<file path="src/rtl/aes192_round_sequencer_if.sv">
// Bundles the block handshake, round-key mux and round-datapath signals of the
// AES-192 round sequencer.
interface aes192_round_sequencer_if #(
    parameter int unsigned DATA_W = 128,
    parameter int unsigned IDX_W  = 4
);
    logic              in_valid;
    logic              in_ready;
    logic [DATA_W-1:0] in_data;
    logic [IDX_W-1:0]  rk_sel;
    logic [DATA_W-1:0] rk_data;
    logic              rnd_start;
    logic [DATA_W-1:0] rnd_in;
    logic [DATA_W-1:0] rnd_key;
    logic              rnd_final;
    logic              rnd_done;
    logic [DATA_W-1:0] rnd_out;
    logic              out_valid;
    logic              out_ready;
    logic [DATA_W-1:0] out_data;
    logic              busy;
    logic [15:0]       blk_cnt;
    logic              proto_err;

    // Sequencer side
    modport slave (
        input  in_valid, in_data, rk_data, rnd_done, rnd_out, out_ready,
        output in_ready, rk_sel, rnd_start, rnd_in, rnd_key, rnd_final,
               out_valid, out_data, busy, blk_cnt, proto_err
    );

    // Environment side: block source/sink, key mux and round datapath
    modport master (
        output in_valid, in_data, rk_data, rnd_done, rnd_out, out_ready,
        input  in_ready, rk_sel, rnd_start, rnd_in, rnd_key, rnd_final,
               out_valid, out_data, busy, blk_cnt, proto_err
    );
endinterface

</file>
<file path="src/rtl/aes192_round_sequencer.sv">
// Sequences one AES-192 block through an external single-round datapath:
// initial key add, ROUNDS round launches, then ciphertext hand-off.
module aes192_round_sequencer #(
    parameter int unsigned DATA_W = 128,
    parameter int unsigned ROUNDS = 12,
    parameter int unsigned IDX_W  = 4
) (
    input  logic                     ap_clk,
    input  logic                     ap_rst_n,
    aes192_round_sequencer_if.slave  bus
);

    localparam logic [IDX_W-1:0] LAST_RND = IDX_W'(ROUNDS);

    typedef enum logic [1:0] {IDLE, ISSUE, WAIT, OUT} state_e;

    state_e            fsm_q, fsm_d;
    logic [IDX_W-1:0]  r_q, r_d;
    logic [DATA_W-1:0] st_q, st_d;
    logic [15:0]       blk_cnt_q, blk_cnt_d;
    logic              perr_q, perr_d;
    logic              in_ready_q, in_ready_d;
    logic              busy_q, busy_d;
    logic              rnd_start_q, rnd_start_d;
    logic              rnd_final_q, rnd_final_d;
    logic              out_valid_q, out_valid_d;
    logic [IDX_W-1:0]  rk_sel_q, rk_sel_d;

    // Next state, datapath capture and registered-output precompute
    always_comb begin
        fsm_d     = fsm_q;
        r_d       = r_q;
        st_d      = st_q;
        blk_cnt_d = blk_cnt_q;
        perr_d    = perr_q;

        unique case (fsm_q)
            IDLE: begin
                if (bus.in_valid && in_ready_q) begin
                    st_d  = bus.in_data ^ bus.rk_data;
                    r_d   = IDX_W'(1);
                    fsm_d = ISSUE;
                end
            end
            ISSUE: fsm_d = WAIT;
            WAIT: begin
                if (bus.rnd_done) begin
                    st_d = bus.rnd_out;
                    if (r_q == LAST_RND) begin
                        fsm_d = OUT;
                    end else begin
                        r_d   = r_q + IDX_W'(1);
                        fsm_d = ISSUE;
                    end
                end
            end
            OUT: begin
                if (bus.out_ready) begin
                    blk_cnt_d = blk_cnt_q + 16'd1;
                    r_d       = '0;
                    fsm_d     = IDLE;
                end
            end
            default: fsm_d = IDLE;
        endcase

        // A completion outside WAIT (including the launch cycle) is a protocol error
        if (bus.rnd_done && (fsm_q != WAIT)) begin
            perr_d = 1'b1;
        end

        in_ready_d  = (fsm_d == IDLE);
        busy_d      = (fsm_d != IDLE);
        rnd_start_d = (fsm_d == ISSUE);
        rnd_final_d = ((fsm_d == ISSUE) || (fsm_d == WAIT)) && (r_d == LAST_RND);
        out_valid_d = (fsm_d == OUT);
        rk_sel_d    = (fsm_d == IDLE) ? '0 : r_d;
    end

    always_ff @(posedge ap_clk or negedge ap_rst_n) begin
        if (!ap_rst_n) begin
            fsm_q       <= IDLE;
            r_q         <= '0;
            st_q        <= '0;
            blk_cnt_q   <= '0;
            perr_q      <= 1'b0;
            in_ready_q  <= 1'b0;
            busy_q      <= 1'b0;
            rnd_start_q <= 1'b0;
            rnd_final_q <= 1'b0;
            out_valid_q <= 1'b0;
            rk_sel_q    <= '0;
        end else begin
            fsm_q       <= fsm_d;
            r_q         <= r_d;
            st_q        <= st_d;
            blk_cnt_q   <= blk_cnt_d;
            perr_q      <= perr_d;
            in_ready_q  <= in_ready_d;
            busy_q      <= busy_d;
            rnd_start_q <= rnd_start_d;
            rnd_final_q <= rnd_final_d;
            out_valid_q <= out_valid_d;
            rk_sel_q    <= rk_sel_d;
        end
    end

    assign bus.in_ready  = in_ready_q;
    assign bus.busy      = busy_q;
    assign bus.rk_sel    = rk_sel_q;
    assign bus.rnd_start = rnd_start_q;
    assign bus.rnd_in    = st_q;
    assign bus.rnd_key   = bus.rk_data;
    assign bus.rnd_final = rnd_final_q;
    assign bus.out_valid = out_valid_q;
    assign bus.out_data  = st_q;
    assign bus.blk_cnt   = blk_cnt_q;
    assign bus.proto_err = perr_q;

endmodule

</file>
<file path="src/flat_wrapper.sv">
// flat-port wrapper written by rule: the top's interface ports become plain ports
module aes192_round_sequencer_flat 
#(
    parameter int unsigned DATA_W = 128,
    parameter int unsigned ROUNDS = 12,
    parameter int unsigned IDX_W  = 4
)
  (ap_clk, ap_rst_n, bus_in_valid, bus_in_data, bus_rk_data, bus_rnd_done, bus_rnd_out, bus_out_ready, bus_in_ready, bus_rk_sel, bus_rnd_start, bus_rnd_in, bus_rnd_key, bus_rnd_final, bus_out_valid, bus_out_data, bus_busy, bus_blk_cnt, bus_proto_err);
  aes192_round_sequencer_if #(.DATA_W(DATA_W), .IDX_W(IDX_W)) bus_i ();
  input  logic ap_clk;
  input  logic ap_rst_n;
  input wire logic [$bits(bus_i.in_valid)-1:0] bus_in_valid;
  input wire logic [$bits(bus_i.in_data)-1:0] bus_in_data;
  input wire logic [$bits(bus_i.rk_data)-1:0] bus_rk_data;
  input wire logic [$bits(bus_i.rnd_done)-1:0] bus_rnd_done;
  input wire logic [$bits(bus_i.rnd_out)-1:0] bus_rnd_out;
  input wire logic [$bits(bus_i.out_ready)-1:0] bus_out_ready;
  output wire logic [$bits(bus_i.in_ready)-1:0] bus_in_ready;
  output wire logic [$bits(bus_i.rk_sel)-1:0] bus_rk_sel;
  output wire logic [$bits(bus_i.rnd_start)-1:0] bus_rnd_start;
  output wire logic [$bits(bus_i.rnd_in)-1:0] bus_rnd_in;
  output wire logic [$bits(bus_i.rnd_key)-1:0] bus_rnd_key;
  output wire logic [$bits(bus_i.rnd_final)-1:0] bus_rnd_final;
  output wire logic [$bits(bus_i.out_valid)-1:0] bus_out_valid;
  output wire logic [$bits(bus_i.out_data)-1:0] bus_out_data;
  output wire logic [$bits(bus_i.busy)-1:0] bus_busy;
  output wire logic [$bits(bus_i.blk_cnt)-1:0] bus_blk_cnt;
  output wire logic [$bits(bus_i.proto_err)-1:0] bus_proto_err;
  assign bus_i.in_valid = bus_in_valid;
  assign bus_i.in_data = bus_in_data;
  assign bus_i.rk_data = bus_rk_data;
  assign bus_i.rnd_done = bus_rnd_done;
  assign bus_i.rnd_out = bus_rnd_out;
  assign bus_i.out_ready = bus_out_ready;
  assign bus_in_ready = bus_i.in_ready;
  assign bus_rk_sel = bus_i.rk_sel;
  assign bus_rnd_start = bus_i.rnd_start;
  assign bus_rnd_in = bus_i.rnd_in;
  assign bus_rnd_key = bus_i.rnd_key;
  assign bus_rnd_final = bus_i.rnd_final;
  assign bus_out_valid = bus_i.out_valid;
  assign bus_out_data = bus_i.out_data;
  assign bus_busy = bus_i.busy;
  assign bus_blk_cnt = bus_i.blk_cnt;
  assign bus_proto_err = bus_i.proto_err;
  aes192_round_sequencer #(.DATA_W(DATA_W), .ROUNDS(ROUNDS), .IDX_W(IDX_W)) u_core (.ap_clk(ap_clk), .ap_rst_n(ap_rst_n), .bus(bus_i));
endmodule
</file>
<file path="config.mk">
export PLATFORM = sky130hd
export DESIGN_NAME = aes192_round_sequencer_flat
export DESIGN_NICKNAME = d
export VERILOG_FILES = /design/src/rtl/aes192_round_sequencer_if.sv /design/src/rtl/aes192_round_sequencer.sv /design/src/flat_wrapper.sv
export SDC_FILE = /design/constraint.sdc
export NUM_CORES = 1
export LEC_CHECK = 0
export CAP_MARGIN = 30
export CORE_AREA = 5 5 307 309
export CTS_CLUSTER_SIZE = 30
export DETAILED_ROUTE_END_ITERATION = 10
export DIE_AREA = 0 0 312 314
export SETUP_SLACK_MARGIN = 0.1
export SYNTH_ARGS = -nofsm -noshare
export SYNTH_HDL_FRONTEND = slang
export SYNTH_SLANG_ARGS = --single-unit
</file>
<file path="constraint.sdc">
create_clock -name ap_clk -period 4.1 [get_ports ap_clk]
set_input_delay 0.82 -clock ap_clk [delete_from_list [all_inputs] [get_ports ap_clk]]
set_output_delay 0.82 -clock ap_clk [all_outputs]
set_load 0.1 [all_outputs]
</file>
[Yosys cells after proc, flatten, opt, wreduce, memory -nomap -nowiden]
Index checks and enable logic that the tools add are counted.
Operators by class
  reduce and logical (&&, ||, !) cells: 10
  multiplexer cells: 14
  equal/unequal tests: 11
  bitwise operators: 1
  $add $sub $neg: 2
Operator list (count)
  two-way mux 128 bit: 2
  one-hot mux 128 bit (2 select lines): 1
  XOR 128 bit: 1
  two-way mux 4 bit: 5
  adder 16 x 1 -> 16 bit (second input constant): 1
  one-hot mux 4 bit (3 select lines): 1
  equality test 2 bit (second input constant): 4
  equality test 4 bit (second input constant): 2
  two-way mux 2 bit: 4
  one-hot mux 2 bit (4 select lines): 1
  adder 4 x 1 -> 4 bit (second input constant): 1
  equality test 2 x 1 -> 1 bit (second input constant): 2
  zero test 2 bit: 2
  inequality test 2 bit (second input constant): 2
  nonzero test 2 bit: 2
  logical AND 1 bit: 3
  AND reduction 3 bit: 1
  inequality test 2 x 1 -> 1 bit (second input constant): 1
  AND reduction 2 bit: 1
  logical OR 1 bit: 1
Storage, ports and cells
  logic and storage cells: 49
  register bits after elaboration: 160
  input bits: 389

[Logic depth before layout (Yosys ltp)]
  word-level depth: 7
  gate-level depth with buffers: 9
  depth with buffers taken out: 9

[Worst setup path before layout]
No wires, ideal clock.
  path type: register -> register
  from: register u_core.in_ready_q (netlist: u_core.bus.in_ready)
  to: register u_core.rnd_final_q (netlist: u_core.bus.rnd_final)
  data required time: 3.999 ns
  slack: 1.804 ns
  period minus slack after synthesis: 2.296 ns
  library setup time: 0.101 ns
  stages on the path, launching flop included: 9
  arrival time: 2.196 ns
  cells stage by stage: dfrtp_1 -> nand3b_1 -> a21o_1 -> buf_2 -> buf_2 -> o21a_1 -> ha_1 -> nand4_1 -> nor4_1
On the way
  word-level cells in the longest chain between the ends: 6
  elaborated cells between the ends (all ways): 10
  those cells by class: eq/ne: 3; mux: 4; reduce/logical: 3
RTL lines
  start: declaration: line aes192_round_sequencer.sv:22  | logic in_ready_q, in_ready_d;
  start signal: assignment: line aes192_round_sequencer.sv:99  | in_ready_q <= in_ready_d;
  logical AND 1 bit *: line aes192_round_sequencer.sv:39  | if (bus.in_valid && in_ready_q) begin
  two-way mux 2 bit: line aes192_round_sequencer.sv:39
  one-hot mux 2 bit (4 select lines): line aes192_round_sequencer.sv:37  | unique case (fsm_q)
  equality test 2 x 1 -> 1 bit or equality test 2 bit (tied branches): line aes192_round_sequencer.sv:75  | rnd_final_d = ((fsm_d == ISSUE) || (fsm_d == WAIT)) && (r_d == LAST_RND);
  logical OR 1 bit: line aes192_round_sequencer.sv:75
  logical AND 1 bit *: line aes192_round_sequencer.sv:75
  via u_core.rnd_final_d: line aes192_round_sequencer.sv:25  | logic rnd_final_q, rnd_final_d;
  end signal: assignment: line aes192_round_sequencer.sv:102  | rnd_final_q <= rnd_final_d;
  end: declaration: line aes192_round_sequencer.sv:25
The timed path passes the listed nets; every way through them passes the cells marked *.
A chain may end at the register's enable or synchronous reset.

[Worst setup path after layout]
  from: register u_core.st_q[28] (netlist: u_core.bus.out_data[28])
  to: output port bus_out_data[28]
RTL lines
  start: declaration: line aes192_round_sequencer.sv:19  | logic [DATA_W-1:0] st_q, st_d;
  start signal: assignment: line aes192_round_sequencer.sv:96  | st_q <= st_d;
  end: declaration: line flat_wrapper.sv:25  | output wire logic [$bits(bus_i.out_data)-1:0] bus_out_data;
No word-level cell between the ends.

==> run summary <==
status: finished clean
post-CTS sizing: 0
cts hold-fix bufs: 0
Initial Util: 0.112
crit path capture: bus_out_data[28]
vias in the first global route: 10499
Setup Fix Bufs, Post-CTS: 0
CP max FO: 3
ys async rst share: 1.00
Hold Fails Final Rpt: 0
r2r setup slk: 1760 ps
Nets: 2129
RSZ-0062 raised after global routing: false
Critical Path Sink Type: output port
Critical Path RT: 3280 ps
Critical Path Start: u_core.bus.out_data[28]
Fmax achieved: 331 MHz
CP max stage delay: 1200 ps
wire per inst: 20.7 µm
Slew @ Worst Pin: 1030 ps
minimum clock period: 3020 ps
Remaining Overflow, GRT: 0
Die ar.: 98000 µm²
first-pass GRT wire length: 82300 µm
startpoint types: flop
Final Non-Filler Cells: 2937
# rows: 111
Tot GR Track Use: 0.119
Die Ht: 314 µm
Post-synth EDFFs: 0
Core ar.: 91100 µm²
Max-cap violations: 0
FF-to-FF Start: u_core.fsm_q[1]
CTS tree: built
reg2reg path depth: 6
Setup CP Type: reg2out
Worst-Skew Late Latency: 490 ps
input/output buffers: 798
Ports: 799
top_reg_cell synth: dfrtp_1
Mapped Cells: 1213
Via Count: 10007
sequential area share after synthesis: 0.391
post-DP HPWL: 53000 µm
number of DRC markers in iteration 0: 561
cell taking the most area after synthesis: dfrtp_1
delay-heaviest family, CP: buffers and inverters
synth top area cells: dfrtp_1, buf_4, xnor2_1
commonest cells in the netlist: buf_4, dfrtp_1, nand2_1, xnor2_1, nor2_1
total iterations of the first detailed-routing run: 5
max-slew violations: 0
clk_skew: 19.1 ps
Cells after DPL: 2901
Syn Nets: 1608
fin crit share: 0.737
clk buf depth: 2
Worst Path Buf+Inv: 1
vias per inst: 3.41
H-tree depth: 4
RR Endpoint: u_core.bus.out_data[41]
initial antenna violation count: 30
#FFs+latches synth: 160
Syn Std Cell Area: 10200 µm²
share of cells above drive strength 1: 0.112
Ys Warns: 0
critical path cell sequence: clkdlybuf4s50_1
final wirelength: 60900 µm
CTS Root Cell: clkbuf_16
Worst Path Arrival: 2200 ps
CP Depth: 1
Slew headroom: 0.312
mean post-synth cell area: 8.45 µm²
Die Wd: 312 µm
post-route ant nets: 0
synthesis-to-layout area growth: 76.9%
Yosys top cell area share: 0.391
GPL Wtd Cong: 0.877
final setup vio count: 0
setup tns final: 0 ps
clk slew on worst S/H paths: 70 ps
CTS sink cnt: 160
Yosys cell types: 44
Num CTS Buffers: 17
top-count cell post-synth: buf_4
DR DRC count: 0
pin count of the biggest net entering global routing: 102
Worst path slowest cell: clkdlybuf4s50_1
hold crit path type: in2async
[final cells by class]
class / instances / area, µm²
fill: 10161 / 73000
timing repair buffer: 818 / 8050
multi-input combinational: 728 / 4010
sequential: 160 / 4000
tap: 1186 / 1480
clock buffer: 17 / 425
clock inverter: 14 / 113
inverter: 9 / 33.8
antenna: 5 / 12.5
[logic make-up after synthesis]
| family | count (synthesis) | share of synthesized area |
|---|---|---|
| AO/OA/AOI/OAI | 271 | 0.135 |
| AND/OR/NAND/NOR | 307 | 0.124 |
| XOR/XNOR | 143 | 0.122 |
| multiplexers | 1 | 0.00110 |
| flip-flops | 160 | 0.391 |
| adder cells (fa/ha/maj) | 6 | 0.00732 |
| buffers and inverters | 325 | 0.219 |
[layer usage]
metal / track usage / part of all wire / vias up
li1: - / - / 4735
met1: 0.152 / 0.44 / 4655
met2: 0.196 / 0.47 / 540
met3: 0.0375 / 0.075 / 65
met4: 0.0310 / 0.019 / 12
met5: 0 / 0.0013 / -
[placed cells by master (no fill, tap or decap), types with 3 or more instances in the layout]
master | synthesis | layout
a21oi_1 | 131 | 131
and2_1 | 4 | 4
buf_12 | 0 | 4
buf_16 | 0 | 9
buf_4 | 257 | 137
clkbuf_16 | 0 | 17
clkdlybuf4s50_1 | 0 | 667
clkinv_2 | 0 | 3
clkinv_4 | 0 | 4
clkinvlp_4 | 0 | 3
dfrtp_1 | 160 | 160
diode_2 | 0 | 5
ha_1 | 6 | 6
inv_1 | 9 | 9
nand2_1 | 138 | 138
nand3_1 | 4 | 4
nand4_1 | 7 | 7
nor2_1 | 135 | 135
o21ai_0 | 84 | 84
o21ai_1 | 45 | 45
xnor2_1 | 138 | 138
xor2_1 | 5 | 5
[sequential cells by signal, summed over array words and instances, names as in the netlist, 2 cells and up]
register             cells
u_core.fsm_q             2
u_core.r_q               4
u_core.bus.out_data    128
u_core.bus.rk_sel        4
u_core.bus.blk_cnt      16
[worst register-to-register path, stage by stage, from the launching register on]
cell and delay [ps]:
dfrtp_1 590, nor2b_4 320, buf_4 410, buf_4 520
nor2_1 110, a21oi_1 160, o21ai_0 90
[how the worst min path moves through the flow]
stage,from,endpoint,slack [ps],depth (start not counted)
floorplan,ap_rst_n,u_core.bus.blk_cnt[0],520,0
global placement,u_core.bus.blk_cnt[15],u_core.bus.blk_cnt[15],460,1
detailed placement,u_core.bus.blk_cnt[15],u_core.bus.blk_cnt[15],460,1
CTS,ap_rst_n,u_core.bus.out_data[50],370,1
global route,ap_rst_n,u_core.bus.out_data[50],420,1
finish,ap_rst_n,u_core.bus.out_data[45],380,1
[metrics by stage]
step           cell area, µm²  hold WS (ps)  utilization  setup slack, ps
4_1_cts                 18100           370        0.199              977
3_5_place_dp            17600           464        0.193             1260
2_1_floorplan           10200           524            -             1800
5_1_grt                 18100           417        0.199              986
3_3_place_gp            17300           458        0.190             1290
6_report                18100           379        0.199             1080
Power is left out: the tool's default activity adds up to more than one toggle a clock period on the data nets, which glitch-free logic cannot reach.
